==> src/rtl/divider_32.sv <==
// Sequential 32-bit restoring divider, one quotient bit per enabled clock, ena/dne handshake.
// Define DIVIDER_32_SIGNED_EN for two's-complement operands (adds a sign-fixup FIX state).
module divider_32 #(
    parameter int WIDTH = 32
) (
    input  logic              clk,
    input  logic              rst,
    input  logic              ena,
    input  logic              ld,
    input  logic [WIDTH-1:0]  a,
    input  logic [WIDTH-1:0]  b,
    output logic [WIDTH-1:0]  q,
    output logic [WIDTH-1:0]  r,
    output logic              dne,
    output logic              dbz
);

`ifdef DIVIDER_32_SIGNED_EN
    typedef enum logic [1:0] {IDLE, RUN, FIX, DONE} state_t;
`else
    typedef enum logic [1:0] {IDLE, RUN, DONE} state_t;
`endif

    state_t           state;
    state_t           state_nxt;
    logic [WIDTH-1:0] dvd;
    logic [WIDTH-1:0] dvs;
    logic [WIDTH-1:0] rem;
    logic [4:0]       cnt;
    logic [WIDTH:0]   partial;
    logic             ge;
    logic [WIDTH-1:0] rem_nxt;
    logic [WIDTH-1:0] quo_nxt;
    logic [WIDTH-1:0] a_mag;
    logic [WIDTH-1:0] b_mag;
    logic             last_step;

`ifdef DIVIDER_32_SIGNED_EN
    logic negq;
    logic negr;

    assign a_mag = a[WIDTH-1] ? (~a + 1'b1) : a;
    assign b_mag = b[WIDTH-1] ? (~b + 1'b1) : b;
`else
    assign a_mag = a;
    assign b_mag = b;
`endif

    // The dividend register doubles as the quotient: its MSB leaves as the LSB takes the new bit.
    always_comb begin
        partial = {rem, dvd[WIDTH-1]};
        ge      = (partial >= {1'b0, dvs});
        rem_nxt = ge ? (partial[WIDTH-1:0] - dvs) : partial[WIDTH-1:0];
        quo_nxt = {dvd[WIDTH-2:0], ge};
    end

    assign last_step = (cnt == 5'd31);

    always_ff @(posedge clk or negedge rst) begin
        if (!rst) begin
            state <= IDLE;
        end else begin
            state <= state_nxt;
        end
    end

    always_comb begin
        state_nxt = state;
        if (ena) begin
            if (ld) begin
                state_nxt = (b == '0) ? DONE : RUN;
            end else begin
                case (state)
                    IDLE: state_nxt = IDLE;
`ifdef DIVIDER_32_SIGNED_EN
                    RUN:  state_nxt = last_step ? FIX : RUN;
                    FIX:  state_nxt = DONE;
`else
                    RUN:  state_nxt = last_step ? DONE : RUN;
`endif
                    DONE: state_nxt = DONE;
                    default: state_nxt = IDLE;
                endcase
            end
        end
    end

    always_ff @(posedge clk or negedge rst) begin
        if (!rst) begin
            dvd <= '0;
            dvs <= '0;
            rem <= '0;
            cnt <= '0;
            q   <= '0;
            r   <= '0;
            dne <= 1'b0;
            dbz <= 1'b0;
`ifdef DIVIDER_32_SIGNED_EN
            negq <= 1'b0;
            negr <= 1'b0;
`endif
        end else if (ena) begin
            if (ld) begin
                dvd <= a_mag;
                dvs <= b_mag;
                rem <= '0;
                cnt <= '0;
                dne <= 1'b0;
                dbz <= 1'b0;
`ifdef DIVIDER_32_SIGNED_EN
                negq <= a[WIDTH-1] ^ b[WIDTH-1];
                negr <= a[WIDTH-1];
`endif
                if (b == '0) begin
                    q   <= '1;
                    r   <= a;
                    dne <= 1'b1;
                    dbz <= 1'b1;
                end
            end else if (state == RUN) begin
                dvd <= quo_nxt;
                rem <= rem_nxt;
                cnt <= cnt + 5'd1;
`ifndef DIVIDER_32_SIGNED_EN
                if (last_step) begin
                    q   <= quo_nxt;
                    r   <= rem_nxt;
                    dne <= 1'b1;
                end
`endif
            end
`ifdef DIVIDER_32_SIGNED_EN
            else if (state == FIX) begin
                q   <= negq ? (~dvd + 1'b1) : dvd;
                r   <= negr ? (~rem + 1'b1) : rem;
                dne <= 1'b1;
            end
`endif
        end
    end

endmodule

==> config.mk <==
export PLATFORM = sky130hd
export DESIGN_NAME = divider_32
export DESIGN_NICKNAME = d
export VERILOG_FILES = /design/src/rtl/divider_32.sv
export SDC_FILE = /design/constraint.sdc
export NUM_CORES = 1
export LEC_CHECK = 0
export ABC_AREA = 1
export CORE_MARGIN = 5
export CORE_UTILIZATION = 45
export DETAILED_ROUTE_END_ITERATION = 8
export GPL_ROUTABILITY_DRIVEN = 0
export PLACE_DENSITY = 0.72
export SETUP_SLACK_MARGIN = 0.4
export SLEW_MARGIN = 5
export SYNTH_ARGS = -nofsm -noshare
export SYNTH_HDL_FRONTEND = slang
export SYNTH_SLANG_ARGS = --single-unit
export TNS_END_PERCENT = 20
==> constraint.sdc <==
create_clock -name clk -period 2.9 [get_ports clk]
set_clock_uncertainty 0.05 [all_clocks]
set_input_delay 0.58 -clock clk [delete_from_list [all_inputs] [get_ports clk]]
set_output_delay 0.58 -clock clk [all_outputs]
set_load 0.03 [all_outputs]
# Yosys cells after proc, flatten, opt, wreduce, memory -nomap -nowiden
# Index checks and enable logic that the tools add are counted.
[word_totals]
ff_bits = 169
elab_cells = 46
memories = 0
mem_bits_ro = 0
ram_bits = 0
output_inout_bits = 66
latchBits = 0
[classes]
n_lt_le_gt_ge = 1
n_shift = 0
n_mul = 0
n_bitwise = 0
reduce_logical = 7
n_addsub = 2
muxes = 23
div_mod_pow = 0
eq_ne = 4
[op_table]
columns = ["cell", "n"]
rows = [
  ["32-bit two-way mux", 13],
  ["33-bit by 32-bit greater-or-equal comparator with 1-bit output", 1],
  ["32-bit zero test", 1],
  ["32-bit subtractor", 1],
  ["5-bit two-way mux", 2],
  ["2-bit two-way mux", 3],
  ["5-bit by 1-bit adder with 5-bit output, second input constant", 1],
  ["5-bit equality test, second input constant", 1],
  ["1-bit two-way mux", 4],
  ["2-bit case mux with 2 select lines", 1],
  ["2-bit AND reduction", 2],
  ["4-bit AND reduction", 1],
  ["2-bit nonzero test", 2],
  ["3-bit AND reduction", 1],
  ["2-bit by 1-bit equality test with 1-bit output, second input constant", 1],
  ["2-bit equality test, second input constant", 1],
  ["2-bit by 1-bit inequality test with 1-bit output, second input constant", 1],
]

# Longest topological paths before layout
[logic_depth]
ltp_word = 5
ltp_mapped = 18

# Worst setup path before layout
# OpenSTA, ideal clock, no wires.
[synth_path]
kind = "register to register"
from = "register dvd[31]"
to = "register r[28]"
required_ns = 2.737
setup_slack_ns = 0.836
setup_ns = 0.113
n_path_buf = 0
t_arrival_ns = 1.901
path_stages_with_launch = 17
period_less_slack_ns = 2.064
cell_sequence = "dfrtp_1 -> inv_1 -> ha_1 -> inv_1 -> fa_1 -> nand3_1 -> nand3_1 -> nand3_1 -> nand3b_1 -> nand2_1 -> nand2_1 -> nand2_1 -> nand2_1 -> nand3_1 -> nand3_1 -> nand2_1 -> inv_1"
[synth_via]
elab_chain_len = 5
[synth_lines]
columns = ["item", "line", "text"]
rows = [
  ["from (decl)", "26", "logic [WIDTH-1:0] dvd;"],
  ["from (signal assigned)", "104", "dvd <= a_mag;"],
  ["from (signal assigned)", "121", "dvd <= quo_nxt;"],
  ["32-bit subtractor or 33-bit by 32-bit greater-or-equal comparator with 1-bit output (tied branches)", "53, 52", ""],
  ["32-bit two-way mux *", "53", "rem_nxt = ge ? (partial[WIDTH-1:0] - dvs) : partial[WIDTH-1:0];"],
  ["32-bit two-way mux *", "125", "if (last_step) begin"],
  ["32-bit two-way mux *", "120", "end else if (state == RUN) begin"],
  ["32-bit two-way mux *", "103", "if (ld) begin"],
  ["to (signal assigned)", "127", "r <= rem_nxt;"],
  ["to (decl)", "13", "output logic [WIDTH-1:0] r,"],
]
# Every way passes the cells marked *; elsewhere a longest branch is shown, timed or not. The select of a mux whose other input is x is not followed.
# A chain may end at the register's enable or synchronous reset.

# Worst setup path after layout
[layout_path]
from = "input b[16]"
to = "register r[0]"
[layout_via]
elab_chain_len = 3
[layout_lines]
columns = ["item", "line", "text"]
rows = [
  ["from (decl)", "11", "input logic [WIDTH-1:0] b,"],
  ["32-bit zero test", "114", "if (b == '0) begin"],
  ["2-bit by 1-bit inequality test with 1-bit output (no line)", "n/a", ""],
  ["4-bit AND reduction (no line)", "n/a", ""],
]
# No other way between the ends.

==> results.txt <==
* Data required time at the worst endpoint: around 3.2 ns
- After routing, the total negative slack on setup checks comes to 0 ns.
- Library cell contributing the largest single delay on the critical path: sky130_fd_sc_hd__clkdlybuf4s50_1
- At the worst endpoint, the arrival time is 2.73 ns.
- The final layout contains roughly 1.8k nets.
- Part of the total power dissipated in combinational logic: between 30% and 40%
- The clock drives about 170 sinks.
* Count of buffer and inverter cells on the critical path: 3
* Initial core utilization: 46.0%
- Dividing the detail-routed via count by the number of cells gives slightly above 5.
- Quantity of I/O buffers inserted on ports: around 130
- Number of warnings reported in the yosys synthesis log: 0
- Total inserted antenna cells: 0
* Leading cell type in the layout, fill and taps excluded: sky130_fd_sc_hd__nand2_1
* Layout cells sized above 1: a little over a tenth
* TritonRoute pass-1 iters: 6
- Number of cells traversed by the worst register-to-register path: 16
* Outcome: complete, no violations
* Clock-pin slew reported for the worst setup and hold paths after clock tree synthesis: around 0.070 ns
* Average instance area after synthesis: ~6.8 sq um
- CTS Buffer Depth: 2
- Share of the synthesized area in the top cell type: slightly below 40%
- The total overflow left after global routing is 0.
- Depth of the CTS H-tree: 4
* Area leader, netlist: sky130_fd_sc_hd__dfrtp_1
* Switching power as a share of total power: a little under two fifths
- The largest single stage delay on the critical path is 0.43 ns.
- Number of violations of the max-capacitance limit: 0
- Synthesized instance count: between 1.5k and 2k
- Syn nets: approximately 1.7k
* Pre-CTS setup slack: 0.0481 ns
* Number of buffers created by CTS: 17
- Wire length of the first global-routing pass: between 40000 and 50000 um
- The worst-case IR drop observed on VDD is about 0.36 mV.
- The wire-length estimate of the detail-placed layout is between 20000 and 25000 um.
- WP depth: 10
- The worst pin sits at a relative slew slack of 64.6%.
* Row cnt: 56
- The initial antenna violation count came to 0.
* Total setup violations reported at the end of the flow: 0
- The tightest hold path in the finished design has a slack of approximately 0.050 ns.
* Total count of hold-check failures in the final report: 0
- Crit path max fanout: 34
- Summing internal, switching and leakage power gives between 8 and 9 mW.
* Total of flip-flops plus latches after synthesis: 169
- I/O Pins: between 100 and 150
* Fin worst setup slack: 0.446 ns
- At the pin with the least slew margin, the transition time is about 0.53 ns.
* Class of the most critical hold timing path: in2async
- The first routing iteration left between 1k and 1.5k violations.
- Vias in the first global route: roughly 9.7k
* Clock insertion delay at the later pin of the skew report: roughly 0.44 ns
- From left edge to right edge, the die measures approximately 170 um.
- Critical path cell sequence: clkdlybuf4s50_1 > nor4_1 > nand3_1 > o21ai_1 > nand2_2 > buf_4 > nor2_1 > nand3_1 > nand2_1 > inv_1
* Sequential area share after synthesis: about two fifths
- The clock period could shrink to roughly 2.5 ns.
- Detail Route Antenna Nets: 0
- Yosys attributes the largest share of cell area to sky130_fd_sc_hd__dfrtp_1 39%, sky130_fd_sc_hd__nand2_1 19%, sky130_fd_sc_hd__inv_1 10%, sky130_fd_sc_hd__ha_1 4.1%, sky130_fd_sc_hd__a21oi_1 4.0%.
* Overall die height: 165 um
* Routed vias: approximately 10k
- For this design the static power due to leakage is about 7.5 nW.
* Setup repair after global routing missed its margin: true
- Grouping stages by cell kind, the critical path spends the most delay in simple AND/OR/NAND/NOR gates.
* Pin count of the biggest net entering global routing: 74
- Relative to the synthesized area, the layout overhead comes to 25.0%.
- Post-synthesis cell area: about 0.011 sq mm
- For this design the total switching power over the nets is roughly 3.1 mW.
- The worst setup path is of the in2reg kind.
- Hold Buf Count CTS: 0
- TritonCTS built the clock tree.
* Cell Pwr Density: approximately 600 mW/mm^2
- Static timing analysis puts the maximum clock frequency at about 410 MHz.
- Number of distinct library cell variants in the gate-level netlist after synthesis: 39
- The most numerous cell type found on the critical path is sky130_fd_sc_hd__nand3_1.
- After detailed routing, the total wire length is roughly 31000 um.
* Post-route DRC violation count: 0
- The library cells used most frequently in the layout, excluding fill and tap cells, are 534 x sky130_fd_sc_hd__nand2_1, 298 x sky130_fd_sc_hd__inv_1, 164 x sky130_fd_sc_hd__dfrtp_1.
- CTS Root Buffer Type: sky130_fd_sc_hd__clkbuf_16
- The floorplan step defined a die boundary enclosing 0.0274 sq mm.
- In the global route stage, overall resource usage came out at around 23%.
- Average detailed-routed wire length per instance: between 15 and 20 um
- STA classifies the critical path endpoint as a register.
* Int Pwr: between 5 and 6 mW
- The final-report max-slew violation count was 0.
* Share of the clock period used by the worst path after layout: between 80% and 90%
- Of the total power, registers draw between 30% and 40%.
* Final Core Density: a little under three fifths
- Type of origin of the critical path: input pin
- The clock network is responsible for between 20 and 30% of the overall power.
- Placeable core area: between 0.02 and 0.025 sq mm
-- area by class of cell --
cell class | instances | area (sq um)
fillers | 2231 | 10000
multi-input cells | 1053 | 5460
flip-flops and latches | 169 | 4240
repair buffers | 167 | 1710
inverters | 314 | 1180
clock buffers | 17 | 425
well taps | 319 | 399
clock inverters | 15 | 178
-- metrics by stage --
step	cells	area (sq um)
floorplan	1591	10900
global placement	2009	12500
detailed placement	2009	12500
CTS	2042	13100
global route	2054	13600
finish	2054	13600
-- worst reg2reg max path, cell delays in order, from the launching register on --
cell	delay, ns
sky130_fd_sc_hd__dfrtp_1	0.42
sky130_fd_sc_hd__inv_1	0.08
sky130_fd_sc_hd__ha_1	0.15
sky130_fd_sc_hd__inv_2	0.06
sky130_fd_sc_hd__fa_2	0.42
sky130_fd_sc_hd__nand3_1	0.11
sky130_fd_sc_hd__nand3_2	0.11
sky130_fd_sc_hd__nand3_1	0.09
sky130_fd_sc_hd__nand3b_1	0.21
sky130_fd_sc_hd__nand2_1	0.18
sky130_fd_sc_hd__nand2_1	0.07
sky130_fd_sc_hd__nand2_1	0.07
sky130_fd_sc_hd__nand2_1	0.06
sky130_fd_sc_hd__nand3_1	0.09
sky130_fd_sc_hd__nand3_1	0.08
sky130_fd_sc_hd__nand2_1	0.06
sky130_fd_sc_hd__inv_1	0.03
-- kinds of logic (layout without fill, tap and decap cells) --
kind of cell,Yosys count,after routing,synth area share [%]
AO/OA/AOI/OAI,162,162,7.59
XOR/XNOR,15,15,1.21
adder cells (fa/ha/maj),37,37,4.33
buffers and inverters,371,513,14.1
flip-flops,169,169,38.9
AND/OR/NAND/NOR,837,839,33.8
-- registers in the layout, summed over array words and instances, names as in the netlist --
name	count
cnt	5
dbz	1
dne	1
dvd	32
dvs	32
q	32
r	32
rem	32
state	2
-- per-layer routing --
layer | up-vias | track usage, % | part of all wire [%]
met5 | - | 0 | 0
met4 | 0 | 8.81 | 3.3
met3 | 68 | 3.08 | 6.3
met2 | 394 | 38.1 | 48
met1 | 4745 | 29.7 | 42
li1 | 5132 | - | -
-- worst paths after layout --
path                       startpoint       to  slack (ns)
max                             b[16]     r[0]        0.45
min                               rst   dvs[3]        0.05
min in group clk              dvs[13]  dvs[13]        0.44
max reg2reg                   dvd[31]    r[28]        0.46
max in group asynchronous         rst     q[4]        1.87
min reg2reg                   dvs[13]  dvs[13]        0.44
-- synthesized netlist by cell type, drive strengths merged --
| cell | number |
|---|---|
| a21o | 2 |
| a21oi | 86 |
| a22oi | 1 |
| and2 | 6 |
| buf | 35 |
| clkbuf | 21 |
| clkinv | 1 |
| dfrtp | 169 |
| dlygate4sd1 | 1 |
| fa | 1 |
| ha | 36 |
| inv | 313 |
| nand2 | 552 |
| nand3 | 102 |
| nand3b | 1 |
| nand4 | 46 |
| nor2 | 116 |
| nor3 | 10 |
| nor4 | 4 |
| o21a | 1 |
| o21ai | 71 |
| o22a | 1 |
| xnor2 | 1 |
| xor2 | 14 |
-- power groups by stage --
stage | combinational, mW | clock (mW) | sequential [mW]
6_report | 2.76 | 2.30 | 3.07
3_5_place_dp | 2.63 | 0 | 3.11
4_1_cts | 2.65 | 2.34 | 3.07
2_1_floorplan | 1.13 | 0 | 3.55
3_3_place_gp | 2.59 | 0 | 3.10
5_1_grt | 3.02 | 2.46 | 3.13
-- what timing repair did --
action,in CTS,in global routing
endpoints found under the setup margin,64,66
setup buffers,0,9
gates resized for setup,6,58
pin swaps,1,9
hold endpoints to repair,0,0
cloned,1,3
Note: power is estimated with default switching activity, not from simulation.
